--- config.mk ---
export PLATFORM = sky130hd
export DESIGN_NAME = font_rom_arbiter_flat
export DESIGN_NICKNAME = d
export VERILOG_FILES = /design/src/rtl/font_rom_arbiter_pkg.sv /design/src/rtl/font_rom_arbiter_if.sv /design/src/rtl/font_rom_arbiter_rr_pick.sv /design/src/rtl/font_rom_arbiter.sv /design/src/flat_wrapper.sv
export SDC_FILE = /design/constraint.sdc
export NUM_CORES = 1
export LEC_CHECK = 0
export BUFFER_PORTS_ARGS = -buffer_cell sky130_fd_sc_hd__buf_2
export CORE_UTILIZATION = 48
export CTS_CLUSTER_SIZE = 14
export DETAILED_ROUTE_END_ITERATION = 16
export PLACE_DENSITY = 0.91
export SLEW_MARGIN = 40
export SYNTH_ARGS = -nofsm -noshare
export SYNTH_HDL_FRONTEND = slang
export SYNTH_SLANG_ARGS = --single-unit
export TNS_END_PERCENT = 10
--- constraint.sdc ---
create_clock -name clk_i -period 3.19 [get_ports clk_i]
set_input_delay 0.1595 -clock clk_i [delete_from_list [all_inputs] [get_ports clk_i]]
set_output_delay 0.1595 -clock clk_i [all_outputs]
set_load 0.02 [all_outputs]
--- src/rtl/font_rom_arbiter_pkg.sv ---
// Shared font ROM field widths, blank glyph codes and the ROM request record.
// Pure declarations: no logic, no latency, no flow control.
package font_rom_arbiter_pkg;

    localparam int FONT_AD_W   = 2;
    localparam int FONT_SEL_W  = 4;
    localparam int FONT_ROW_W  = 4;
    localparam int FONT_DATA_W = 8;

    localparam logic [FONT_AD_W-1:0]  FONT_BLANK_AD  = 2'd1;
    localparam logic [FONT_SEL_W-1:0] FONT_BLANK_SEL = 4'd15;

    localparam logic [FONT_SEL_W-1:0] CHAR_DOTS = 4'd6;
    localparam logic [FONT_SEL_W-1:0] CHAR_BAR  = 4'd3;

    typedef struct packed {
        logic [FONT_AD_W-1:0]  ad;
        logic [FONT_SEL_W-1:0] sel;
        logic [FONT_ROW_W-1:0] row;
    } rom_req_t;

endpackage

--- src/rtl/font_rom_arbiter_if.sv ---
// Requester, ROM and response signals of the font ROM arbiter.
// slave = arbiter side, master = overlay/ROM environment side.
interface font_rom_arbiter_if #(
    parameter int NUM_REQ = 4
) ();
    import font_rom_arbiter_pkg::*;

    logic                                  en;
    logic [NUM_REQ-1:0]                    req;
    logic [NUM_REQ-1:0][FONT_AD_W-1:0]     req_ad;
    logic [NUM_REQ-1:0][FONT_SEL_W-1:0]    req_sel;
    logic [NUM_REQ-1:0][FONT_ROW_W-1:0]    req_row;
    logic [NUM_REQ-1:0]                    ack;
    logic [FONT_AD_W-1:0]                  rom_ad;
    logic [FONT_SEL_W-1:0]                 rom_sel;
    logic [FONT_ROW_W-1:0]                 rom_row;
    logic [FONT_DATA_W-1:0]                rom_data;
    logic [NUM_REQ-1:0]                    rsp_valid;
    logic [FONT_DATA_W-1:0]                rsp_data;
    logic                                  busy;

    modport slave (
        input  en, req, req_ad, req_sel, req_row, rom_data,
        output ack, rom_ad, rom_sel, rom_row, rsp_valid, rsp_data, busy
    );

    modport master (
        output en, req, req_ad, req_sel, req_row, rom_data,
        input  ack, rom_ad, rom_sel, rom_row, rsp_valid, rsp_data, busy
    );

endinterface

--- src/rtl/font_rom_arbiter_rr_pick.sv ---
// Round-robin picker: first set request at or after ptr, as one-hot plus index.
// Combinational, zero latency; no backpressure (any_o low when nothing requests).
module font_rom_arbiter_rr_pick #(
    parameter int NUM_REQ = 4,
    parameter int IDX_W   = 2
) (
    input  logic [NUM_REQ-1:0] req_i,
    input  logic [IDX_W-1:0]   ptr_i,
    output logic [NUM_REQ-1:0] gnt_o,
    output logic [IDX_W-1:0]   idx_o,
    output logic               any_o
);

    always_comb begin
        gnt_o = '0;
        idx_o = '0;
        any_o = 1'b0;
        for (int k = 0; k < NUM_REQ; k++) begin
            int               i;
            logic [IDX_W-1:0] cand;
            i = int'(ptr_i) + k;
            if (i >= NUM_REQ) i = i - NUM_REQ;
            cand = IDX_W'(i);
            if (!any_o && req_i[cand]) begin
                any_o       = 1'b1;
                gnt_o[cand] = 1'b1;
                idx_o       = cand;
            end
        end
    end

endmodule

--- src/rtl/font_rom_arbiter.sv ---
// Shares one font ROM among NUM_REQ overlay requesters, one grant per cycle, round-robin.
// ack is combinational; glyph row returns ROM_LAT+1 cycles after ack; losers simply hold req.
module font_rom_arbiter
    import font_rom_arbiter_pkg::*;
#(
    parameter int                    NUM_REQ   = 4,
    parameter int                    ROM_LAT   = 1,
    parameter logic [FONT_AD_W-1:0]  BLANK_AD  = FONT_BLANK_AD,
    parameter logic [FONT_SEL_W-1:0] BLANK_SEL = FONT_BLANK_SEL
) (
    input  logic               clk_i,
    input  logic               rst_ni,
    font_rom_arbiter_if.slave  bus
);

    localparam int       IDX_W     = (NUM_REQ > 1) ? $clog2(NUM_REQ) : 1;
    localparam rom_req_t BLANK_REQ = '{ad: BLANK_AD, sel: BLANK_SEL, row: '0};

    logic [NUM_REQ-1:0]     pick_gnt;
    logic [IDX_W-1:0]       pick_idx;
    logic                   pick_any;
    logic                   grant_vld;
    logic [IDX_W-1:0]       rr_ptr_q, rr_ptr_d;
    rom_req_t               rom_q, rom_d;
    logic [ROM_LAT-1:0]     tag_vld_q;
    logic [IDX_W-1:0]       tag_id_q [ROM_LAT];
    logic [NUM_REQ-1:0]     rsp_vld_q, rsp_vld_d;
    logic [FONT_DATA_W-1:0] rsp_dat_q, rsp_dat_d;

    font_rom_arbiter_rr_pick #(
        .NUM_REQ (NUM_REQ),
        .IDX_W   (IDX_W)
    ) u_rr_pick (
        .req_i (bus.req),
        .ptr_i (rr_ptr_q),
        .gnt_o (pick_gnt),
        .idx_o (pick_idx),
        .any_o (pick_any)
    );

    assign grant_vld = bus.en & pick_any;
    assign bus.ack   = grant_vld ? pick_gnt : '0;

    always_comb begin
        rr_ptr_d = rr_ptr_q;
        rom_d    = BLANK_REQ;
        if (grant_vld) begin
            rom_d.ad  = bus.req_ad[pick_idx];
            rom_d.sel = bus.req_sel[pick_idx];
            rom_d.row = bus.req_row[pick_idx];
            rr_ptr_d  = (int'(pick_idx) == NUM_REQ - 1) ? '0 : pick_idx + IDX_W'(1);
        end
    end

    // The last tag stage lines up with rom_data; the response register is the final stage.
    always_comb begin
        rsp_vld_d = '0;
        rsp_dat_d = rsp_dat_q;
        if (tag_vld_q[ROM_LAT-1]) begin
            rsp_vld_d[tag_id_q[ROM_LAT-1]] = 1'b1;
            rsp_dat_d                      = bus.rom_data;
        end
    end

    always_ff @(posedge clk_i or negedge rst_ni) begin
        if (!rst_ni) begin
            rom_q     <= BLANK_REQ;
            rr_ptr_q  <= '0;
            tag_vld_q <= '0;
            for (int s = 0; s < ROM_LAT; s++) tag_id_q[s] <= '0;
            rsp_vld_q <= '0;
            rsp_dat_q <= '0;
        end else begin
            rom_q        <= rom_d;
            rr_ptr_q     <= rr_ptr_d;
            tag_vld_q[0] <= grant_vld;
            tag_id_q[0]  <= pick_idx;
            for (int s = 1; s < ROM_LAT; s++) begin
                tag_vld_q[s] <= tag_vld_q[s-1];
                tag_id_q[s]  <= tag_id_q[s-1];
            end
            rsp_vld_q <= rsp_vld_d;
            rsp_dat_q <= rsp_dat_d;
        end
    end

    assign bus.rom_ad    = rom_q.ad;
    assign bus.rom_sel   = rom_q.sel;
    assign bus.rom_row   = rom_q.row;
    assign bus.rsp_valid = rsp_vld_q;
    assign bus.rsp_data  = rsp_dat_q;
    assign bus.busy      = (|tag_vld_q) | (|rsp_vld_q);

endmodule
--- src/flat_wrapper.sv ---
// flat-port wrapper written by rule: the top's interface ports become plain ports
module font_rom_arbiter_flat import font_rom_arbiter_pkg::*;
#(
    parameter int                    NUM_REQ   = 4,
    parameter int                    ROM_LAT   = 1,
    parameter logic [FONT_AD_W-1:0]  BLANK_AD  = FONT_BLANK_AD,
    parameter logic [FONT_SEL_W-1:0] BLANK_SEL = FONT_BLANK_SEL
)
  (clk_i, rst_ni, bus_en, bus_req, bus_req_ad, bus_req_sel, bus_req_row, bus_rom_data, bus_ack, bus_rom_ad, bus_rom_sel, bus_rom_row, bus_rsp_valid, bus_rsp_data, bus_busy);
  font_rom_arbiter_if #(.NUM_REQ(NUM_REQ)) bus_i ();
  input  logic clk_i;
  input  logic rst_ni;
  input wire logic [$bits(bus_i.en)-1:0] bus_en;
  input wire logic [$bits(bus_i.req)-1:0] bus_req;
  input wire logic [$bits(bus_i.req_ad)-1:0] bus_req_ad;
  input wire logic [$bits(bus_i.req_sel)-1:0] bus_req_sel;
  input wire logic [$bits(bus_i.req_row)-1:0] bus_req_row;
  input wire logic [$bits(bus_i.rom_data)-1:0] bus_rom_data;
  output wire logic [$bits(bus_i.ack)-1:0] bus_ack;
  output wire logic [$bits(bus_i.rom_ad)-1:0] bus_rom_ad;
  output wire logic [$bits(bus_i.rom_sel)-1:0] bus_rom_sel;
  output wire logic [$bits(bus_i.rom_row)-1:0] bus_rom_row;
  output wire logic [$bits(bus_i.rsp_valid)-1:0] bus_rsp_valid;
  output wire logic [$bits(bus_i.rsp_data)-1:0] bus_rsp_data;
  output wire logic [$bits(bus_i.busy)-1:0] bus_busy;
  assign bus_i.en = bus_en;
  assign bus_i.req = bus_req;
  assign bus_i.req_ad = bus_req_ad;
  assign bus_i.req_sel = bus_req_sel;
  assign bus_i.req_row = bus_req_row;
  assign bus_i.rom_data = bus_rom_data;
  assign bus_ack = bus_i.ack;
  assign bus_rom_ad = bus_i.rom_ad;
  assign bus_rom_sel = bus_i.rom_sel;
  assign bus_rom_row = bus_i.rom_row;
  assign bus_rsp_valid = bus_i.rsp_valid;
  assign bus_rsp_data = bus_i.rsp_data;
  assign bus_busy = bus_i.busy;
  font_rom_arbiter #(.NUM_REQ(NUM_REQ), .ROM_LAT(ROM_LAT), .BLANK_AD(BLANK_AD), .BLANK_SEL(BLANK_SEL)) u_core (.clk_i(clk_i), .rst_ni(rst_ni), .bus(bus_i));
endmodule
==> results.yml, run 1 <==
status:
  status: "finished clean"
logic_synthesis:
  syn_area_per_cell_um2: 10.7
  synth_cell_types: 44
  ys.flop_type: "dfrtp_1"
  yosysSeqAreaShare_pct: 34.9
  synth.net_count: 246
  syn_inst: 183
  yosysWarnings: 0
  synth_edf_count: 0
  async_flop_share_pct: 100
  ys_ff_latch: 27
  syn_area_um2: 1950
power:
  power.total_mw: 2.12
  powerDensity_nw_per_um2: 878
  leakagePower_nw: 1.15
  ir_drop_mv: 0.786
placed_design:
  gp_congestion: 0.817
  portBuffers: 81
  dp_hpwl_mm: 3.43
  placed_area_um2: 2350
die:
  core_um2: 3770
  io_pins: 82
  initial_utilization_pct: 51.8
  chipWidth_um: 65.8
  rows: 22
  dieHeight_um: 65.8
  dieArea_um2: 4330
grt:
  grt_pass1_wl_mm: 6.64
  antenna_found_initial: 0
  grt_pass1_vias: 1438
  grt_usage_pct: 20.0
  overflow: 0
  grt_max_degree: 28
clock_tree:
  path_clk_slew_ns: 0.08
  hold_buffers: 1
  cts_max_level: 1
  root_buffer: "clkbuf_8"
  cts_setup_buffers: 0
  cts_buffers: 3
  clk_latency_ns: 0.26
  cts.path.max_buffers: 2
  cts.sinks: 27
  tritoncts: "yes"
  cts_resized: 0
timing:
  rsz0062_at_grt: "no"
  slew_violations: 0
  worst_pin_slew_ns: 0.612
  fin_tns_setup_ns: 0
  max_slew_margin_pct: 58.2
  finalHoldViolCount: 0
  fin_skew_ns: 0.00322
  period_share_pct: 87.7
  period_minus_slack_ns: 2.80
  setup_violations: 0
  fmax_ghz: 0.357
critical_path:
  reg2reg_setup_slack_ns: 0.58
  crit_path_start_kind: "flip-flop"
  crit-reg2reg-capture: "u_core.bus.rom_row[1]$_DFF_PN0_"
  endpoint_kind: "output port"
  worstReg2RegStart: "u_core.rr_ptr_q[0]$_DFFE_PN0P_"
  path_max_fanout: 8
  cp_data_required_time_ns: 3.03
  r2r_cells: 7
  arrival_ns: 2.64
  worst-setup-path-type: "reg2out"
worst_hold_path:
  hold_class: "in2reg"
  hold_path_startpoint: "bus_rom_data[5]"
  hold_end: "u_core.bus.rsp_data[5]$_DFFE_PN0P_"
  hold_depth: 2
finish:
  final_util_pct: 63.9
  multiInputGateArea_um2: 1080
  layout-drive-gt1-share_pct: 45.8
  insertedDiodeCount: 0
  post-route-cell-area_um2: 2410
  layout.nets: 324
  area_growth_pct: 23.4
  filler_cell_count: 306
  regArea_um2: 682
route:
  ant_nets: 0
  drt_wl_total_mm: 4.24
  drt_iter0_drc: 48
  via_count: 1681
  drt-wirelength-per-cell_um: 13.8
  drc: 0
  first_pass_iters: 4
  vias_per_cell: 5.46
run:
  maxCapViolCount: 0
-- critical path, cell delays in order, from the launching register on --
cell,delay (ns)
dfrtp_1,0.37
inv_1,0.11
ha_1,0.50
mux4_2,0.45
nor2b_1,0.24
buf_4,0.19
a22o_1,0.13
mux2i_1,0.08
a21oi_1,0.14
buf_2,0.17
-- per-stage QoR --
step	hold slack, ns	setup slack [ns]	cells
after global routing	0.117	0.254	308
final	0.123	0.391	308
after floorplan	-0.136	0.383	183
after global placement	0.168	0.773	303
after CTS	0.116	0.419	308
after detailed placement	0.176	0.639	303
-- routing by layer --
metal  global-route usage (%)  share of wire [%]  wire, um  vias up
met4                     6.52               0.40        17        0
met1                     27.4                 46      1940      761
met2                     32.7                 47      1990       67
met5                        0                  0         0        -
li1                         -                  -         -      851
met3                     2.41                7.0       298        2
-- worst max-delay path by stage --
stage	cells past startpoint	start	slack, ns	to
CTS	9	u_core.rr_ptr_q[0]$_DFFE_PN0P_	0.42	bus_ack[0]
global route	9	u_core.rr_ptr_q[1]$_DFFE_PN0P_	0.25	bus_ack[1]
global placement	7	u_core.rr_ptr_q[0]$_DFFE_PN0P_	0.77	u_core.rr_ptr_q[1]$_DFFE_PN0P_
floorplan	11	u_core.rr_ptr_q[0]$_DFFE_PN0P_	0.38	u_core.rr_ptr_q[1]$_DFFE_PN0P_
detailed placement	7	u_core.rr_ptr_q[0]$_DFFE_PN0P_	0.64	u_core.bus.rom_row[1]$_DFF_PN0_
finish	9	u_core.rr_ptr_q[0]$_DFFE_PN0P_	0.39	bus_ack[0]
-- flip-flops by register name, indices dropped and copies added, names as in the netlist --
| signal | cells |
|---|---|
| u_core.tag_id_q | 2 |
| u_core.bus.rsp_valid | 4 |
| u_core.bus.rom_ad | 2 |
| u_core.bus.rom_row | 4 |
| u_core.tag_vld_q | 1 |
| u_core.bus.rsp_data | 8 |
| u_core.rr_ptr_q | 2 |
| u_core.bus.rom_sel | 4 |
-- cell usage in the layout, fill, tap and decap left out, types with 5 or more instances in the layout --
cell / n
ha_1: 8
a2111oi_0: 5
dfstp_2: 5
buf_4: 7
a221oi_1: 5
a211oi_1: 21
dfrtp_1: 22
a2111oi_2: 5
inv_1: 19
mux2_2: 9
nand2_1: 5
o21ai_1: 9
mux2i_1: 10
buf_2: 81
-- cell type report --
type                       count  area share, %
sequential                    27           28.3
tap                           48           2.49
inverter                      19           2.96
clock inverter                 1          0.208
multi-input combinational    121           44.9
timing repair buffer          89           19.4
clock buffer                   3           1.71
-- synthesized netlist by cell type, types with 2 or more instances --
cell,instances,area [um^2]
mux2i_1,10,100
a211oi_1,21,158
a221oi_1,5,43.8
buf_2,3,15.0
nand2_1,5,18.8
clkbuf_1,6,22.5
buf_6,2,22.5
dfstp_2,5,131
a2111oi_2,5,75.1
a21oi_1,4,20.0
nor2_1,4,15.0
dfrtp_1,22,551
mux4_2,4,90.1
a2111oi_0,5,43.8
mux2_2,9,101
o21ai_1,9,45.0
ha_1,8,100
nand3_1,4,20.0
nor3_1,2,10.0
buf_4,3,22.5
a22o_1,4,35.0
nor2b_1,2,12.5
o21a_1,2,15.0
inv_1,19,71.3
-- logic make-up after synthesis --
family          after synthesis  share of synthesized area [%]
compound gates               63                           27.1
xor+xnor                      1                          0.448
fa+ha+maj                     8                           5.12
buf+inv                      35                           9.67
flops                        27                           34.9
mux                          23                           14.9
simple gates                 26                           7.88
-- power by group --
group | internal (mW) | switching, mW | total (mW)
clock network | 0.0872 | 0.0951 | 0.182
logic | 0.592 | 0.838 | 1.43
registers | 0.459 | 0.0454 | 0.504
Note: power is estimated with default switching activity, not from simulation.
==> run 2, diff against run 1 <==
--- a/config.mk
+++ b/config.mk
@@ -6,10 +6,11 @@
 export NUM_CORES = 1
 export LEC_CHECK = 0
 export BUFFER_PORTS_ARGS = -buffer_cell sky130_fd_sc_hd__buf_2
-export CORE_UTILIZATION = 48
+export CORE_UTILIZATION = 50
 export CTS_CLUSTER_SIZE = 14
 export DETAILED_ROUTE_END_ITERATION = 16
-export PLACE_DENSITY = 0.91
+export PLACE_DENSITY = 0.94
+export RECOVER_POWER = 50
 export SLEW_MARGIN = 40
 export SYNTH_ARGS = -nofsm -noshare
 export SYNTH_HDL_FRONTEND = slang
==> constraint.sdc (replaced) <==
create_clock -name clk_i -period 3.5 [get_ports clk_i]
set_input_delay 0.175 -clock clk_i [delete_from_list [all_inputs] [get_ports clk_i]]
set_output_delay 0.175 -clock clk_i [all_outputs]
set_load 0.02 [all_outputs]
==> run 2 against run 1 <==
Effect of this change: worst hold slack improved by 0.010 ns; via count up 2.0%; clock skew fell by 0.00079 ns; critical path depth fell by 1; total power fell by 10%; combinational power shrank 13%; first-iteration DRC count increased by 130%; global-route usage grew 0.29 points; clock power down 4%; non-clock buffer count shrank 3; sequential power fell by 6.5%; sequential share of layout area up 0.36 points.
==> results.yml, run 2 (synthesis gave the netlist of run 1 again) <==
status:
  status: "finished clean"
grt:
  grt_pass1_wl_mm: 6.53
  overflow: 0
  grt_max_degree: 28
  grt_pass1_vias: 1427
  antenna_found_initial: 0
  grt_usage_pct: 20.3
timing:
  rsz0062_at_grt: "no"
  slew_violations: 0
  setup_violations: 0
  fmax_ghz: 0.325
  hold_ws_ns: 0.133
  worst_pin_slew_ns: 1.32
  fin_tns_setup_ns: 0
  finalHoldViolCount: 0
  period_minus_slack_ns: 3.08
  fin_ws_ns: 0.419
  max_slew_margin_pct: 11.9
  period_share_pct: 88.0
  fin_skew_ns: 0.00244
finish:
  filler_cell_count: 299
  largest_register_ffs: 8
  post-route-cell-area_um2: 2380
  layout-drive-gt1-share_pct: 41.2
  area_growth_pct: 21.8
  regArea_um2: 682
  final_common_cell: "buf_2"
  insertedDiodeCount: 0
  layout.nets: 321
  multiInputGateArea_um2: 1090
  layout_common_cells: "buf_2 (70), dfrtp_1 (22), a211oi_1 (21), inv_1 (19), clkbuf_1 (11)"
critical_path:
  path_max_fanout: 11
  reg2reg_setup_slack_ns: 0.42
  crit_start: "u_core.rr_ptr_q[1]$_DFFE_PN0P_"
  worstReg2RegStart: "u_core.rr_ptr_q[1]$_DFFE_PN0P_"
  arrival_ns: 3.21
  worst-setup-path-type: "reg2reg"
  crit_path_start_kind: "flip-flop"
  crit-reg2reg-capture: "u_core.bus.rom_row[2]$_DFF_PN0_"
  endpoint_kind: "flip-flop"
  r2r_cells: 8
  cp-endpoint: "u_core.bus.rom_row[2]$_DFF_PN0_"
  cp_data_required_time_ns: 3.63
placed_design:
  portBuffers: 81
  gp_congestion: 0.923
  placed_area_um2: 2330
  place_ws_ns: 0.464
  dp_hpwl_mm: 3.35
route:
  drt-wirelength-per-cell_um: 13.9
  drc: 0
  vias_per_cell: 5.62
  first_pass_iters: 4
  ant_nets: 0
  drt_iter0_drc: 109
  drt_wl_total_mm: 4.25
  via_count: 1715
worst_hold_path:
  hold_class: "in2reg"
die:
  initial_utilization_pct: 52.6
  rows: 22
  dieArea_um2: 4160
  io_pins: 82
  dieHeight_um: 64.5
  chipWidth_um: 64.5
  core_um2: 3720
clock_tree:
  cts.sinks: 27
  path_clk_slew_ns: 0.09
  cts_max_level: 1
  cts_buffers: 3
  clk_latency_ns: 0.27
  root_buffer: "clkbuf_8"
  cts_setup_buffers: 0
  cts.path.max_buffers: 2
  cts_resized: 0
  tritoncts: "yes"
power:
  leakagePower_nw: 1.10
  power.total_mw: 1.90
  powerDensity_nw_per_um2: 797
  ir_drop_mv: 0.363
run:
  maxCapViolCount: 0
==> run 2: changes by cell type in the layout (fill, tap and decap cells not counted), sizes merged <==
cell / delta
buf: -14
clkbuf: +11
clkinv: -1
clkinvlp: +1
==> run 2: power breakdown <==
| group | leakage (nW) | total (mW) | internal, mW | switching, mW |
|---|---|---|---|---|
| Clock | 0.0217 | 0.175 | 0.0808 | 0.0937 |
| Sequential | 0.325 | 0.471 | 0.418 | 0.0530 |
| Combinational | 0.752 | 1.25 | 0.514 | 0.738 |
==> run 2: per-stage QoR <==
step | cells | util [%]
final | 305 | 64.1
after global routing | 305 | 64.1
after CTS | 305 | 64.3
after detailed placement | 300 | 62.8
after global placement | 300 | 62.8
after floorplan | 183 | -
==> run 2: worst min-delay path by stage <==
stage / start / to / slack, ns / cells past startpoint
5_1_grt: bus_rom_data[7] / u_core.bus.rsp_data[7]$_DFFE_PN0P_ / 0.13 / 2
3_3_place_gp: rst_ni / u_core.bus.rsp_valid[3]$_DFF_PN0_ / 0.18 / 1
4_1_cts: bus_rom_data[7] / u_core.bus.rsp_data[7]$_DFFE_PN0P_ / 0.13 / 2
2_1_floorplan: rst_ni / u_core.bus.rom_ad[1]$_DFF_PN0_ / -0.12 / 0
6_report: bus_rom_data[7] / u_core.bus.rsp_data[7]$_DFFE_PN0P_ / 0.13 / 2
3_5_place_dp: rst_ni / u_core.bus.rsp_valid[3]$_DFF_PN0_ / 0.20 / 1
==> run 2: area by class of cell <==
cell class              instances  area share, %
repair buffers                 86           18.1
inverters                      19           3.00
well taps                      48           2.52
flip-flops and latches         27           28.6
clock buffers                   3           1.73
clock inverters                 1          0.315
multi-input cells             121           45.7
==> run 2: critical path, cell delays in order (launching register included) <==
cell and delay (ns):
dfrtp_1 0.55, inv_1 0.17, ha_1 0.51, mux4_2 0.34, nor2b_1 0.06, buf_4 0.16, o21a_1 0.34, a2111oi_0 0.69
a211oi_1 0.11
==> run 2: routing by layer <==
metal  part of all wire [%]  wire length [um]  vias up  GRT usage (%)
li1                       -                 -      845              -
met3                    7.1               301       13           3.17
met2                     45              1910       91           31.2
met1                     46              1940      766           28.5
met5                      0                 0        -              0
met4                    2.3                97        0           8.33
==> run 2: what timing repair did <==
item | 4_1_cts | 5_1_grt
endpoints found under the hold margin | 22 | 0
endpoints found under the setup margin | 0 | 0
hold buffers | 1 | 0
